$ cat config.mk
export PLATFORM = sky130hd
export DESIGN_NAME = mux_scan_ctrl
export DESIGN_NICKNAME = d
export VERILOG_FILES = /design/src/rtl/mux_scan_ctrl.sv
export SDC_FILE = /design/constraint.sdc
export NUM_CORES = 1
export LEC_CHECK = 0
export CAP_MARGIN = 20
export CORE_UTILIZATION = 60
export CTS_BUF_LIST = sky130_fd_sc_hd__clkbuf_4 sky130_fd_sc_hd__clkbuf_8
export DETAILED_ROUTE_END_ITERATION = 16
export DONT_BUFFER_PORTS = 1
export PLACE_DENSITY = 0.72
export SYNTH_ARGS = -nofsm -noshare
export SYNTH_HDL_FRONTEND = slang
export SYNTH_SLANG_ARGS = --single-unit
$ cat constraint.sdc
create_clock -name clk -period 2.25 [get_ports clk]
set_clock_uncertainty 0.05 [all_clocks]
set_input_delay 0.45 -clock clk [delete_from_list [all_inputs] [get_ports clk]]
set_output_delay 0.45 -clock clk [all_outputs]
set_load 0.05 [all_outputs]
$ cat src/rtl/mux_scan_ctrl.sv
// Round-robin select sequencer for mux4_1: grants d0..d3 in turn, holds each for DWELL cycles.
// Define MUX_SCAN_SKIP_EN to skip channels whose req bit is low; otherwise req is ignored.
module mux_scan_ctrl #(
  parameter int unsigned DWELL = 4,
  parameter int unsigned CW    = 8
) (
  input  logic       clk,
  input  logic       rst,
  input  logic       en,
  input  logic [3:0] req,
  output logic       s1,
  output logic       s0,
  output logic       valid,
  output logic       done,
  output logic       busy
);

  localparam logic [0:0] ST_IDLE = 1'b0;
  localparam logic [0:0] ST_HOLD = 1'b1;

  localparam logic [CW-1:0] RELOAD = CW'(DWELL - 1);

  logic [0:0]    r_state;
  logic [1:0]    r_sel;
  logic [1:0]    r_last;
  logic [CW-1:0] r_cnt;
  logic          r_valid;
  logic          r_done;

  logic [1:0]    w_cand;
  logic          w_found;
  logic          w_grant;

`ifdef MUX_SCAN_SKIP_EN
  logic [1:0]    w_idx;

  // The current holder is visited last (offset 4), so it only wins as sole requester.
  always_comb begin
    w_cand  = r_last + 2'd1;
    w_found = 1'b0;
    w_idx   = '0;
    for (int unsigned k = 1; k <= 4; k++) begin
      w_idx = r_last + 2'(k);
      if (!w_found && req[w_idx]) begin
        w_cand  = w_idx;
        w_found = 1'b1;
      end
    end
  end
`else
  logic w_unused_req;
  assign w_unused_req = ^req;

  always_comb begin
    w_cand  = r_last + 2'd1;
    w_found = 1'b1;
  end
`endif

  assign w_grant = en & w_found;

  always_ff @(posedge clk) begin
    if (rst) begin
      r_state <= ST_IDLE;
      r_sel   <= '0;
      r_last  <= 2'd3;
      r_cnt   <= '0;
      r_valid <= 1'b0;
      r_done  <= 1'b0;
    end else begin
      case (r_state)
        ST_IDLE: begin
          if (w_grant) begin
            r_state <= ST_HOLD;
            r_sel   <= w_cand;
            r_last  <= w_cand;
            r_cnt   <= RELOAD;
            r_valid <= 1'b1;
            r_done  <= (RELOAD == '0);
          end
        end
        default: begin
          if (r_cnt != '0) begin
            r_cnt  <= r_cnt - 1'b1;
            r_done <= (r_cnt == CW'(1));
          end else if (w_grant) begin
            r_sel  <= w_cand;
            r_last <= w_cand;
            r_cnt  <= RELOAD;
            r_done <= (RELOAD == '0);
          end else begin
            r_state <= ST_IDLE;
            r_valid <= 1'b0;
            r_done  <= 1'b0;
          end
        end
      endcase
    end
  end

  assign s1    = r_sel[1];
  assign s0    = r_sel[0];
  assign valid = r_valid;
  assign done  = r_done;
  assign busy  = r_valid;

endmodule

==> summary.txt, run 1 <==
total half-perimeter wirelength after legalization and detailed placement - 996 um
Startpoint Class - flip-flop
WS Path Type - flip-flop to flip-flop
hold path depth - 1
DRC Markers - 0
post-synthesis sequential area ratio - 0.385
number of rows created at floorplan - 12
Initial DRC Count - 13
crit path DAT - 2.07 ns
total leakage power - 0.325 nW
initial standard-cell utilization of the core - 0.675
CP Max Fanout - 13
worst reg2reg setup slack - 0.31 ns
gate family responsible for the most delay along the worst path - compound AO/OA/AOI/OAI gates
terminus of the critical flop-to-flop path - r_cnt[4]
final global-route overflow total - 0
final total negative setup slack - 0 ns
worst min-delay path category - input port to flip-flop
EDFF count, synth - 0
buffer depth of the longest clock path - 2
startpoint of the worst register-to-register path - r_cnt[0]
clock buffer count from CTS - 3
final clock period utilization by the worst path - 0.864
antenna violations before repair - 0
dpl cells - 98
fraction of synthesis flops using an asynchronous set or reset pin - 0
buffers inserted by post-CTS timing repair - 0
endpoint class of the critical path - flip-flop
total via count in the routed design - 618
final weighted congestion in routability-driven placement - 0.693
setup violation total in the final timing report - 0
count of buffers inserted at the top-level ports - 0
net count after synthesis - 97
CTS tree - built
latest clock arrival within the worst-skew pair - 0.28 ns
overall routed net length - 1.39 mm
layout net count - 100
RSZ-0062 raised after global routing - false
overall fraction of global-route tracks in use - 0.238
number of iterations in the first detailed-routing pass - 4
routed wire length per instance - 13.7 um
top cells by count, synth - 15 x dfxtp_1, 8 x nor2_1, 7 x inv_1, 6 x or3_1
proportion of layout cells with a drive suffix above 1 - 0.102
worst slew margin relative to its limit - 0.635
most frequent cell after synthesis - dfxtp_1
number of max-slew violations in the final report - 0
power per cell area - 801 nW/um2
Period minus WS final - 1.94 ns
fmax - 515 MHz
data required time at the worst endpoint - 2.37 ns
Vert. Die Dim - 38.1 um
number of cell instances on the worst register-to-register path - 6
Num Clock Sinks - 15
clock-pin transition on the worst setup and hold timing paths - 0.09 ns
number of fill cells in the layout - 85
cell taking the most area after synthesis - dfxtp_1
count of yosys warnings during synthesis - 0
result of the run - complete, no violations
CP Cell Sequence - inv_1 > ha_1 > nor4b_4 > a21oi_2 > nor3_1 > a211o_1
number of cells produced by synthesis - 86
fraction of synthesized cell area taken by the top area cell type - 0.385
total standard cell area after synthesis - 781 um2
number of distinct library cells after synthesis - 33
Diodes inserted - 0
syn avg cell area - 9.08 um2
total area of sequential cells - 300 um2
Hold Path Sink - r_sel[1]
IR Drop Worst-Case VDD - 0.000462 V
core region area - 1160 um2
CP max stage cell - a21oi_2
Die Area - 1450 um2
antenna viol nets, final - 0
pin count of the biggest net entering global routing - 14
Primary FF master, synth - dfxtp_1
register bit total from synthesis - 15
Die W - 38.1 um
delay of the slowest cell on the worst path - 0.43 ns
Finished Layout Cells - 102
Hold Fails Final Rpt - 0
number of global-route vias before repair - 517
worst-case setup slack after placement - 0.310 ns
first-pass GRT wire length - 2.31 mm
post-cts sizing count - 0
Buf+Inv Stages, Crit Path - 1
Min-Delay Startpoint - rst
root buffer selected by CTS - clkbuf_4
number of hold buffers added after CTS - 0
biggest area contributors in the synthesized netlist - dfxtp_1 38%, ha_1 6.4%, or3_1 4.8%
relative area change from synthesis to final layout - 4.17%
number of H-tree branching levels - 1
total area of multi-input combinational cells - 432 um2
max-cap check violation count - 0
slew at the pin closest to its max-slew limit - 0.543 ns
post-layout worst setup margin - 0.306 ns
overall power after layout - 0.651 mW
vias per cell - 6.06
Ports - 12
[through the flow]
step	cell area (um2)	hold slack [ns]	util
2_1_floorplan	781	0.452	-
3_3_place_gp	783	0.432	0.677
3_5_place_dp	783	0.441	0.677
4_1_cts	813	0.165	0.703
5_1_grt	813	0.146	0.703
6_report	813	0.175	0.703
[power breakdown]
group          switching (mW)  total, mW  leakage (nW)  internal, mW
registers              0.0401      0.331         0.123         0.291
clock network          0.0821      0.163        0.0184        0.0809
logic                  0.0913      0.158         0.184        0.0662
[sequential cells by signal, summed over array words and instances, names as in the netlist]
signal and cells:
r_sel 2, busy 1, done 1, r_last 2, r_state 1, r_cnt 8
[per-layer routing]
metal	global-route usage	routed length, um	vias up
li1	-	-	321
met1	0.305	717	286
met2	0.352	614	9
met3	0.0872	50	2
met4	0.107	11	0
met5	0	0	-
[area by class of cell]
| type | instances | area share |
|---|---|---|
| clock buffer | 4 | 0.0369 |
| tap | 14 | 0.0215 |
| timing repair buffer | 1 | 0.00923 |
| inverter | 7 | 0.0323 |
| multi-input combinational | 61 | 0.531 |
| sequential | 15 | 0.369 |
[layout by cell type, fill, tap and decap left out, drive strengths merged, types with 3 or more instances in the layout]
cell / Yosys / routed
dfxtp: 15 / 15
nor2: 8 / 8
inv: 7 / 7
or3: 6 / 6
a21oi: 5 / 5
nor3: 5 / 5
nand2: 4 / 4
ha: 4 / 4
clkbuf: 1 / 4
o21ai: 3 / 3
nor4: 3 / 3
[worst register-to-register path, cell delays in order, from the launching register on]
cell and delay (ns):
dfxtp_1 0.41, inv_1 0.11, ha_1 0.23, nor4b_4 0.15, a21oi_2 0.43, nor3_1 0.15
a211o_1 0.31
[how the worst max path moves through the flow]
stage,startpoint,endpoint,slack (ns),cells after the start
floorplan,r_cnt[0],r_cnt[6],0.55,6
global placement,r_cnt[0],r_cnt[4],0.33,6
detailed placement,r_cnt[0],r_cnt[4],0.31,6
CTS,r_cnt[0],r_cnt[4],0.30,6
global route,r_cnt[0],r_cnt[4],0.18,6
finish,r_cnt[0],r_cnt[4],0.31,6
[cells by family (layout without fill, tap and decap cells)]
logic type | count (synthesis) | count (layout) | share of synthesized area
and+or+nand+nor | 34 | 34 | 0.271
AOI/OAI and AO/OA | 21 | 21 | 0.194
DFF | 15 | 15 | 0.385
buffers and inverters | 10 | 12 | 0.0625
adders and majority gates | 4 | 4 | 0.0641
xor gates and xnor gates | 1 | 1 | 0.0112
muxes | 1 | 1 | 0.0128
Power figures use the tool's default switching activity.
==> run 2, diff against run 1 <==
--- a/config.mk
+++ b/config.mk
@@ -10,6 +10,7 @@
 export CTS_BUF_LIST = sky130_fd_sc_hd__clkbuf_4 sky130_fd_sc_hd__clkbuf_8
 export DETAILED_ROUTE_END_ITERATION = 16
 export DONT_BUFFER_PORTS = 1
+export HOLD_SLACK_MARGIN = 0.02
 export PLACE_DENSITY = 0.72
 export SYNTH_ARGS = -nofsm -noshare
 export SYNTH_HDL_FRONTEND = slang
==> results of run 2 <==
Final layout, timing and power as in run 1 (identical DEF).
==> run 3, diff against run 2 <==
--- a/config.mk
+++ b/config.mk
@@ -10,6 +10,7 @@
 export CTS_BUF_LIST = sky130_fd_sc_hd__clkbuf_4 sky130_fd_sc_hd__clkbuf_8
 export DETAILED_ROUTE_END_ITERATION = 16
 export DONT_BUFFER_PORTS = 1
+export GPL_ROUTABILITY_DRIVEN = 0
 export HOLD_SLACK_MARGIN = 0.02
 export PLACE_DENSITY = 0.72
 export SYNTH_ARGS = -nofsm -noshare
==> results of run 3 <==
Final layout, timing and power as in run 1 (identical DEF).
